File: src/rtl/fmap_bram_pkg.sv
// Shared types and helpers for the feature-map BRAM arbiter.
//   op_e      : operation carried through the completion stage
//   stage_t   : contents of the one-deep issue/completion pipeline register
//   sat_res_t : saturating add result (clamped sum + clamp flag)
//   sat_add   : signed add at FMAP_DW+1 bits, clamped back to FMAP_DW
// The widths here are the arbiter's default DATA_WIDTH/ADDR_WIDTH.
package fmap_bram_pkg;

    localparam int FMAP_DW = 16;
    localparam int FMAP_AW = 10;

    typedef enum logic {
        OP_ACC = 1'b0,
        OP_RD  = 1'b1
    } op_e;

    typedef struct packed {
        logic               valid;
        op_e                op;
        logic [FMAP_AW-1:0] addr;
        logic [FMAP_DW-1:0] delta;
        logic               clear;
        logic               fwd;
        logic [FMAP_DW-1:0] fwd_data;
    } stage_t;

    typedef struct packed {
        logic               sat;
        logic [FMAP_DW-1:0] sum;
    } sat_res_t;

    function automatic sat_res_t sat_add(input logic [FMAP_DW-1:0] a,
                                         input logic [FMAP_DW-1:0] b);
        logic [FMAP_DW:0] full;
        sat_res_t         r;
        full  = {a[FMAP_DW-1], a} + {b[FMAP_DW-1], b};
        // The two top bits disagree exactly when the result left the DW range.
        r.sat = full[FMAP_DW] ^ full[FMAP_DW-1];
        if (!r.sat)
            r.sum = full[FMAP_DW-1:0];
        else if (full[FMAP_DW])
            r.sum = {1'b1, {(FMAP_DW-1){1'b0}}};
        else
            r.sum = {1'b0, {(FMAP_DW-1){1'b1}}};
        return r;
    endfunction

endpackage

File: src/rtl/fmap_bram_arbiter_rr.sv
// Two-requester round-robin arbiter.
//   clk, rst_n : clock, async active-low reset
//   req[1:0]   : request vector (bit 0 = accumulate, bit 1 = readout)
//   gnt[1:0]   : one-hot grant, combinational from req and the pointer
// The pointer names the requester preferred on contention; it resets to
// requester 0 and after every grant moves to the one not just served.
module rr_arbiter2 (
    input  logic       clk,
    input  logic       rst_n,
    input  logic [1:0] req,
    output logic [1:0] gnt
);

    logic ptr;

    always_comb begin
        gnt = 2'b00;
        if (req == 2'b11)
            gnt[ptr] = 1'b1;
        else
            gnt = req;
    end

    always_ff @(posedge clk or negedge rst_n) begin
        if (!rst_n)
            ptr <= 1'b0;
        else if (|gnt)
            ptr <= gnt[0];
    end

endmodule

File: src/rtl/fmap_bram_arbiter.sv
// Feature-map BRAM arbiter: serves a saturating accumulate client and a
// readout client (optional clear-on-read) over a dual-port BRAM.
//   acc_*          : accumulate request (addr, signed delta), ready = granted
//   rd_*           : readout request (addr, clear), ready = granted
//   rd_rsp_*       : readout response, fixed 2 cycles after rd_ready
//   sat_pulse      : accumulate clamped (2 cycles after acc_ready)
//   busy           : completion stage occupied
//   bram_*_a       : read-only port, data returns one cycle after en_a
//   bram_*_b       : write-only port, driven in the completion cycle
// Issue reads on A; the next cycle completes the op and writes on B. A write
// completing in the same cycle as a read of the same address is forwarded
// into the stage, so BRAM read-during-write behaviour never matters.
module fmap_bram_arbiter
    import fmap_bram_pkg::*;
#(
    parameter int DATA_WIDTH = 16,
    parameter int ADDR_WIDTH = 10
) (
    input  logic                  clk,
    input  logic                  rst_n,
    input  logic                  acc_valid,
    output logic                  acc_ready,
    input  logic [ADDR_WIDTH-1:0] acc_addr,
    input  logic [DATA_WIDTH-1:0] acc_delta,
    input  logic                  rd_valid,
    output logic                  rd_ready,
    input  logic [ADDR_WIDTH-1:0] rd_addr,
    input  logic                  rd_clear,
    output logic                  rd_rsp_valid,
    output logic [DATA_WIDTH-1:0] rd_rsp_data,
    output logic                  sat_pulse,
    output logic                  busy,
    output logic                  bram_clk,
    output logic                  bram_rst_n,
    output logic [ADDR_WIDTH-1:0] bram_addr_a,
    output logic [DATA_WIDTH-1:0] bram_data_in_a,
    output logic                  bram_we_a,
    output logic                  bram_en_a,
    input  logic [DATA_WIDTH-1:0] bram_data_out_a,
    output logic [ADDR_WIDTH-1:0] bram_addr_b,
    output logic [DATA_WIDTH-1:0] bram_data_in_b,
    output logic                  bram_we_b,
    output logic                  bram_en_b,
    input  logic [DATA_WIDTH-1:0] bram_data_out_b
);

    logic [1:0]            req;
    logic [1:0]            gnt;
    logic [ADDR_WIDTH-1:0] issue_addr;
    stage_t                stage_q;
    stage_t                stage_d;
    logic [DATA_WIDTH-1:0] src_data;
    sat_res_t              sres;
    logic                  wr_en;
    logic [DATA_WIDTH-1:0] wr_data;
    logic                  unused_data_out_b;

    assign unused_data_out_b = ^bram_data_out_b;

    // Gating with rst_n keeps both readies low for the whole reset.
    assign req = {rd_valid & rst_n, acc_valid & rst_n};

    rr_arbiter2 u_rr (
        .clk   (clk),
        .rst_n (rst_n),
        .req   (req),
        .gnt   (gnt)
    );

    assign acc_ready  = gnt[0];
    assign rd_ready   = gnt[1];
    assign issue_addr = gnt[0] ? acc_addr : rd_addr;

    assign bram_clk       = clk;
    assign bram_rst_n     = rst_n;
    assign bram_en_a      = |gnt;
    assign bram_addr_a    = issue_addr;
    assign bram_we_a      = 1'b0;
    assign bram_data_in_a = '0;

    // Completion of the op issued last cycle.
    assign src_data = stage_q.fwd ? stage_q.fwd_data : bram_data_out_a;
    assign sres     = sat_add(src_data, stage_q.delta);
    assign wr_en    = stage_q.valid && (stage_q.op == OP_ACC || stage_q.clear);
    assign wr_data  = (stage_q.op == OP_ACC) ? sres.sum : '0;

    assign bram_en_b      = wr_en;
    assign bram_we_b      = wr_en;
    assign bram_addr_b    = stage_q.addr;
    assign bram_data_in_b = wr_data;

    always_comb begin
        stage_d = '0;
        if (|gnt) begin
            stage_d.valid    = 1'b1;
            stage_d.op       = gnt[0] ? OP_ACC : OP_RD;
            stage_d.addr     = issue_addr;
            stage_d.delta    = gnt[0] ? acc_delta : '0;
            stage_d.clear    = gnt[1] & rd_clear;
            stage_d.fwd      = wr_en && (stage_q.addr == issue_addr);
            stage_d.fwd_data = wr_data;
        end
    end

    always_ff @(posedge clk or negedge rst_n) begin
        if (!rst_n) begin
            stage_q      <= '0;
            rd_rsp_valid <= 1'b0;
            rd_rsp_data  <= '0;
            sat_pulse    <= 1'b0;
        end else begin
            stage_q      <= stage_d;
            rd_rsp_valid <= stage_q.valid && (stage_q.op == OP_RD);
            rd_rsp_data  <= (stage_q.valid && stage_q.op == OP_RD) ? src_data : '0;
            sat_pulse    <= stage_q.valid && (stage_q.op == OP_ACC) && sres.sat;
        end
    end

    assign busy = stage_q.valid;

endmodule

File: config.mk
export PLATFORM = sky130hd
export DESIGN_NAME = fmap_bram_arbiter
export DESIGN_NICKNAME = d
export VERILOG_FILES = /design/src/rtl/fmap_bram_pkg.sv /design/src/rtl/fmap_bram_arbiter_rr.sv /design/src/rtl/fmap_bram_arbiter.sv
export SDC_FILE = /design/constraint.sdc
export NUM_CORES = 1
export LEC_CHECK = 0
export CAP_MARGIN = 40
export CORE_MARGIN = 8
export CORE_UTILIZATION = 39
export CTS_CLUSTER_DIAMETER = 50
export DETAILED_ROUTE_END_ITERATION = 7
export HOLD_SLACK_MARGIN = 0.05
export PLACE_DENSITY_LB_ADDON = 0.15
export SETUP_SLACK_MARGIN = 0.3
export SLEW_MARGIN = 20
export SYNTH_ARGS = -nofsm -noshare
export SYNTH_HDL_FRONTEND = slang
export SYNTH_SLANG_ARGS = --single-unit
File: constraint.sdc
create_clock -name clk -period 4.3 [get_ports clk]
set_clock_uncertainty 0.1 [all_clocks]
set_input_delay 0.86 -clock clk [delete_from_list [all_inputs] [get_ports clk]]
set_output_delay 0.86 -clock clk [all_outputs]
set_load 0.01 [all_outputs]
== Yosys cells after proc, flatten, opt, wreduce, memory -nomap -nowiden ==
Cells that the tools add are included.
Operators by class
  add/subtract/negate cells: 1
  magnitude comparators: 2
  equality and inequality tests: 2
  mux-type cells: 12
  bitwise logic cells: 5
  reductions and logical operators: 8
Operators with widths (number)
  two-way mux 16 bit: 6
  two-way mux 46 bit: 1
  adder 16 x 16 -> 17 bit: 1
  == test 10 bit: 1
  two-way mux 10 bit: 1
  logical AND 1 bit: 6
  bitwise AND 1 bit: 3
  == test 2 bit, second input constant: 1
  < comparator 1 x 2 -> 1 bit, second input constant: 1
  two-way mux 1 bit: 2
  two-way mux 2 bit: 1
  OR reduction 2 bit: 1
  demux 1 bit (select 1 bit): 1
  greater-or-equal comparator 1 bit, second input constant: 1
  logical OR 1 bit: 1
  NOT 1 bit: 1
  bitwise XOR 1 bit: 1
Word-level totals
  flip-flop bits (word level): 65
  input bits: 73

== Longest topological paths before layout ==
Gate-level depths: netlist (run 1).
  depth in word-level cells: 9
  depth in mapped cells: 14
  mapped depth without buffers: 10

== Hierarchy ==
Synthesis (run 1) repeated with hierarchy kept, for this count alone.
Unflattened totals
  cell total of the unflattened synthesis: 417
  area, all modules: 4030.1 um^2
By module, submodules not included
  fmap_bram_arbiter: instances 1, cells an instance 411, area an instance 3977.6 um^2, seq. area each 1601.5 um^2
  rr_arbiter2: instances 1, cells an instance 6, area an instance 52.6 um^2, seq. area each 25.0 um^2

==> results.sh, run 1 <==
export IMPL_status="finished with violations"
export IMPL_violations="negative setup slack"
export IMPL_dpl_hpwl_mm=8.220
export IMPL_yosysUniqueCellTypes=47
export IMPL_switchingPower_mw=0.5385
export IMPL_overflow=0
export IMPL_p_clk_share_pct=32.2
export IMPL_fill_cells=806
export IMPL_yosysWarningCount=0
export IMPL_synth_area_um2=3741
export IMPL_ant_nets=0
export IMPL_grt_pass1_vias=3770
export IMPL_initial_utilization_pct=40.30
export IMPL_place_congestion=0.8416
export IMPL_portBuffers=118
export IMPL_multi_input_area_um2=2308
export IMPL_setup_tns_ps=-1369
export IMPL_ys_seq_area_share_pct=43.48
export IMPL_r2r_cells=15
export IMPL_io_pins=152
export IMPL_layout_commonest_cell="clkdlybuf4s50_1"
export IMPL_end_kind="primary output"
export IMPL_p_int_mw=1.261
export IMPL_antennaDiodeCount=0
export IMPL_die_h_um=113.9
export IMPL_die_x_um=113.9
export IMPL_fmax_mhz=224.6
export IMPL_period_minus_slack_ps=4452
export IMPL_wl_per_cell_um=16.49
export IMPL_hp_class="in -> async"
export IMPL_fin_crit_sh_pct=103.5
export IMPL_rows=35
export IMPL_drive_above_1_share_pct=33.68
export IMPL_async_reset_ff_share_pct=100.0
export IMPL_worstPathRequired_ps=3340
export IMPL_design_area_um2=6176
export IMPL_rsz0062_at_grt="true"
export IMPL_grt_pass1_wl_mm=18.57
export IMPL_powerDensity_nw_per_um2=291.3
export IMPL_combPwrFrac_pct=30.9
export IMPL_dieArea_um2=12980
export IMPL_critical_path_arrival_ps=3490
export IMPL_cap_violations=0
export IMPL_ir_drop_uv=162.0
export IMPL_cts_tree="built"
export IMPL_antenna_found_initial=0
export IMPL_grt_max_degree=46
export IMPL_most_common_layout_cells="86 x clkdlybuf4s50_1, 75 x buf_4, 64 x dfrtp_1"
export IMPL_worst_pin_slew_ps=823.2
export IMPL_path_clk_slew_ps=80
export IMPL_cp_start_kind="flop"
export IMPL_placed_area_um2=5326
export IMPL_swShare_pct=29.93
export IMPL_drc=0
export IMPL_area_growth_pct=65.08
export IMPL_synthCells=378
export IMPL_syn_area_per_cell_um2=9.897
export IMPL_worst_r2r_setup_slack_ps=1090
export IMPL_worstSetupPathType="reg -> out"
export IMPL_leakage_nw=2.848
export IMPL_seq_area_um2=1628
export IMPL_synth_edf_count=0
export IMPL_coreArea_um2=9284
export IMPL_grtUsageTotal_pct=18.32
export IMPL_vias_per_cell=4.710
export IMPL_drt_total_wl_mm=11.53
export IMPL_reg2reg_from="stage_q[16]$_DFF_PN0_"
export IMPL_worst_slack_ps=-152.1
export IMPL_num_vias=3292
export IMPL_synthFlopType="dfrtp_1"
export IMPL_hold_violations=0
export IMPL_insertion_delay_ps=460
export IMPL_slew_violations=0
export IMPL_share_seq_of_total_power_pct=36.9
export IMPL_drt_iter0_drc=103
export IMPL_worstReg2RegEnd="sat_pulse$_DFF_PN0_"
export IMPL_first_pass_iters=4
export IMPL_maxSlewHeadroom_pct=44.99
export IMPL_hold_buffers=0
export IMPL_nets=655
export IMPL_synth_seq_cells=65
export IMPL_setup_violations_final=15
export IMPL_worst_path_max_fanout=8
-- logic make-up (layout without fill, tap and decap cells) --
kind of cell	Yosys count	in the layout	synth area share, %
compound gates	68	68	12.58
buf+inv	60	236	9.565
flops	65	65	43.48
other cells	1	17	0.1002
xor+xnor	21	21	4.916
mux	27	27	7.759
simple gates	119	119	15.72
fa+ha+maj	17	17	5.886
-- worst max-delay path by stage --
stage,from,endpoint,cells past startpoint
finish,stage_q[16]$_DFF_PN0_,bram_data_in_b[3],15
global route,stage_q[16]$_DFF_PN0_,bram_data_in_b[3],15
CTS,stage_q[16]$_DFF_PN0_,bram_data_in_b[12],13
detailed placement,bram_data_out_a[0],bram_data_in_b[14],12
global placement,bram_data_out_a[0],bram_data_in_b[14],12
floorplan,bram_data_out_a[8],bram_data_in_b[12],11
-- synthesized netlist by cell type, types with 2 or more instances --
master	number	share of area (%)
nand4_1	2	0.33
dfrtp_1	65	43
and3_1	4	0.67
and2_1	20	3.3
nand2b_1	3	0.50
a21o_1	5	1.0
a31oi_1	2	0.33
xnor2_1	15	3.5
nand2_1	15	1.5
nor3_1	2	0.27
xor2_1	6	1.4
o21ai_0	10	1.3
a211oi_1	5	1.0
nor2_1	48	4.8
o21a_1	2	0.40
buf_6	2	0.60
o21bai_1	2	0.40
o211ai_1	4	0.80
clkbuf_1	11	1.1
nor4_1	2	0.33
buf_4	31	6.2
ha_1	16	5.4
inv_1	15	1.5
a21oi_2	10	2.3
mux2i_1	11	2.9
a21oi_1	16	2.1
mux2_2	16	4.8
nor2b_1	18	3.0
o31ai_1	2	0.40
-- through the flow --
step	hold slack (ps)	setup WS (ps)	utilization, %	power (mW)	cells
3_5_place_dp	418.6	-795.1	57.37	1.186	656
6_report	312.8	-152.1	66.52	1.799	699
5_1_grt	321.2	-298.3	66.52	1.897	699
3_3_place_gp	417.1	-767.9	57.37	1.182	656
4_1_cts	312.7	-151.1	65.28	1.801	693
2_1_floorplan	372.3	302.6	-	0.9347	394
-- registers in the layout (all words and copies together), names as in the netlist --
register,cells
stage_q,35
rd_rsp_data,16
rd_rsp_valid,1
u_rr.ptr,1
bram_addr_b,10
sat_pulse,1
busy,1
-- repair_timing --
action,4_1_cts,5_1_grt
endpoints found under the setup margin,16,16
setup buffers,18,6
pin swaps,42,12
resized for setup,150,22
-- power by group through the flow --
stage	clock (mW)	combinational, mW	sequential [mW]
4_1_cts	0.599	0.537	0.664
6_report	0.578	0.556	0.665
3_3_place_gp	0.0237	0.487	0.671
5_1_grt	0.627	0.602	0.668
3_5_place_dp	0.0237	0.489	0.673
2_1_floorplan	0.0192	0.247	0.668
-- critical path: stages, from the launching register on --
cell	delay (ps)
dfrtp_2	450
buf_8	160
mux2_4	320
ha_4	260
a21o_1	190
o21bai_1	160
a311o_1	300
buf_4	150
o211ai_1	160
o31a_1	190
buf_4	130
buf_12	150
buf_12	120
a21oi_4	40
nor2_1	90
buf_2	150
-- layer usage --
| layer | track usage (%) | share of wire [%] |
|---|---|---|
| met5 | 0 | 0 |
| met4 | 6.832 | 1.6 |
| met3 | 6.445 | 6.7 |
| met2 | 30.99 | 50 |
| met1 | 20.81 | 41 |
-- final cells by class --
type / instances / area share (%)
Multi-Input combinational cell: 269 / 37.38
Timing Repair Buffer: 201 / 28.95
Sequential cell: 65 / 26.36
Clock buffer: 16 / 3.343
Tap cell: 129 / 2.613
Inverter: 15 / 0.9117
Clock inverter: 4 / 0.4457
No activity file was read; power rests on OpenSTA's default activity.
==> run 2: changes to the inputs <==
--- a/config.mk
+++ b/config.mk
@@ -17,3 +17,4 @@
 export SYNTH_ARGS = -nofsm -noshare
 export SYNTH_HDL_FRONTEND = slang
 export SYNTH_SLANG_ARGS = --single-unit
+export TNS_END_PERCENT = 20
==> run 2 against run 1 <==
  * The flow still finishes with violations (negative setup slack)
  * Clock-buffer cell count did not move
  * Register-to-register slack improved by 70 ps
  * Routed wire length down 3.5%
  * Die area stayed put
  * Hold slack worse by 160 ps
  * Via count fell by 1.6%
  * Sequential cell count stayed put
  * Clock power up 10%
  * Non-clock buffer count down 6
  * Largest cell class unchanged
==> results.sh, run 2 (synthesis results as in run 1) <==
export IMPL_area_growth_pct=60.80
export IMPL_largest_reg_flops=35
export IMPL_num_vias=3238
export IMPL_reg2reg_from="stage_q[16]$_DFF_PN0_"
export IMPL_pre_cts_ws_ps=-799.9
export IMPL_hp_class="in -> async"
export IMPL_slew_violations=0
export IMPL_drt_iter0_drc=140
export IMPL_worst_slack_ps=-122.7
export IMPL_leakage_nw=2.775
export IMPL_ant_nets=0
export IMPL_drive_above_1_share_pct=31.03
export IMPL_status="finished with violations"
export IMPL_design_area_um2=6016
export IMPL_fin_crit_sh_pct=102.9
export IMPL_max_flop_register="stage_q"
export IMPL_io_pins=152
export IMPL_fill_cells=789
export IMPL_rsz0062_at_grt="true"
export IMPL_initial_utilization_pct=40.30
export IMPL_worst_path_max_fanout=4
export IMPL_drc=0
export IMPL_critical_path_arrival_ps=3460
export IMPL_setup_tns_ps=-1427
export IMPL_p_total_mw=1.819
export IMPL_rows=35
export IMPL_antenna_found_initial=0
export IMPL_period_minus_slack_ps=4423
export IMPL_most_common_layout_cells="94 x clkdlybuf4s50_1, 67 x buf_4, 65 x dfrtp_1"
export IMPL_nets=649
export IMPL_coreArea_um2=9284
export IMPL_violations="negative setup slack"
export IMPL_cp_start_kind="input port"
export IMPL_layout_commonest_cell="clkdlybuf4s50_1"
export IMPL_worstReg2RegEnd="stage_q[14]$_DFF_PN0_"
export IMPL_worst_pin_slew_ps=758.0
export IMPL_ir_drop_uv=187.7
export IMPL_grtUsageTotal_pct=17.59
export IMPL_hold_buffers=0
export IMPL_portBuffers=118
export IMPL_insertion_delay_ps=450
export IMPL_antennaDiodeCount=0
export IMPL_vias_per_cell=4.672
export IMPL_setup_violations_final=15
export IMPL_placed_area_um2=5359
export IMPL_dpl_hpwl_mm=8.154
export IMPL_hold_violations=0
export IMPL_final_util_pct=64.80
export IMPL_maxSlewHeadroom_pct=49.34
export IMPL_place_congestion=0.8284
export IMPL_die_x_um=113.9
export IMPL_drt_total_wl_mm=11.13
export IMPL_cts_tree="built"
export IMPL_worst_r2r_setup_slack_ps=1160
export IMPL_worstPathCellList="clkdlybuf4s50_1 -> mux2_2 -> ha_4 -> a211oi_2 -> o211a_1 -> nor3_4 -> or3_1 -> and3_4 -> buf_4 -> a31oi_4 -> nor2_1 -> buf_2"
export IMPL_grt_max_degree=60
export IMPL_cpPeakStageDelay_ps=390
export IMPL_grt_pass1_wl_mm=18.06
export IMPL_worstPathRequired_ps=3340
export IMPL_end_kind="primary output"
export IMPL_worstSetupPathType="in -> out"
export IMPL_cap_violations=0
export IMPL_fmax_mhz=226.1
export IMPL_overflow=0
export IMPL_path_clk_slew_ps=80
export IMPL_wl_per_cell_um=16.06
export IMPL_die_h_um=113.9
export IMPL_first_pass_iters=4
export IMPL_crit_path_top_delay_cell="clkdlybuf4s50_1"
export IMPL_r2r_cells=15
export IMPL_grt_pass1_vias=3669
export IMPL_powerDensity_nw_per_um2=302.4
export IMPL_dieArea_um2=12980
[run 2: cell count changes in the layout (fill, tap and decap cells not counted), sizes merged]
cell,change
dlymetal6s2s,-1
dlygate4sd2,-7
bufinv,+1
clkbuf,+1
clkinvlp,-2
clkinv,+1
buf,-8
clkdlybuf4s15,+1
clkdlybuf4s50,+8
[run 2: layout make-up]
type	instances	area (um2)	share of cell area, %
multi-input combinational	269	2176	36.17
clock buffer	16	206.4	3.432
inverter	15	56.30	0.9359
sequential	65	1627	27.04
clock inverter	4	51.30	0.8527
timing repair buffer	195	1738	28.89
tap	129	161.4	2.683
[run 2: critical path, delay by kind of cell]
family,cells,cell delay (ps)
buf+inv,3,710
simple gates,4,690
fa+ha+maj,1,230
compound gates,3,660
mux,1,310
[run 2: worst max path at each step]
| stage | startpoint | end | slack [ps] | depth (start not counted) |
|---|---|---|---|---|
| finish | bram_data_out_a[1] | bram_data_in_b[14] | -120 | 12 |
| global route | stage_q[16]$_DFF_PN0_ | bram_data_in_b[10] | -230 | 15 |
| CTS | stage_q[16]$_DFF_PN0_ | bram_data_in_b[10] | -120 | 12 |
| detailed placement | bram_data_out_a[0] | bram_data_in_b[14] | -800 | 12 |
| global placement | bram_data_out_a[0] | bram_data_in_b[14] | -770 | 12 |
| floorplan | bram_data_out_a[0] | bram_data_in_b[14] | 280 | 10 |
[run 2: power by group]
part | leakage (nW) | switching [mW] | total (mW) | internal (mW)
Combinational | 1.77 | 0.237 | 0.518 | 0.281
Sequential | 0.873 | 0.0197 | 0.664 | 0.644
Clock | 0.128 | 0.263 | 0.638 | 0.375
[run 2: routing by layer]
layer / wire length, um / GRT usage, % / part of all wire, % / vias up
met5: 0 / 0 / 0 / -
met4: 83 / 4.259 / 0.75 / 0
met3: 752 / 6.392 / 6.8 / 9
met2: 5665 / 30.68 / 51 / 81
met1: 4628 / 19.91 / 42 / 1565
li1: - / - / - / 1583
[run 2: through the flow]
step                hold slack (ps)  std cells
global route                  149.2        693
CTS                           152.9        690
global placement              414.8        661
finish                        151.7        693
floorplan                     372.3        394
detailed placement            427.4        661
[run 2: timing repair]
item	CTS	global route
buffers inserted	10	2
setup endpoints to repair	16	16
gates resized for setup	120	15
pin swaps	30	10
cloned	0	1
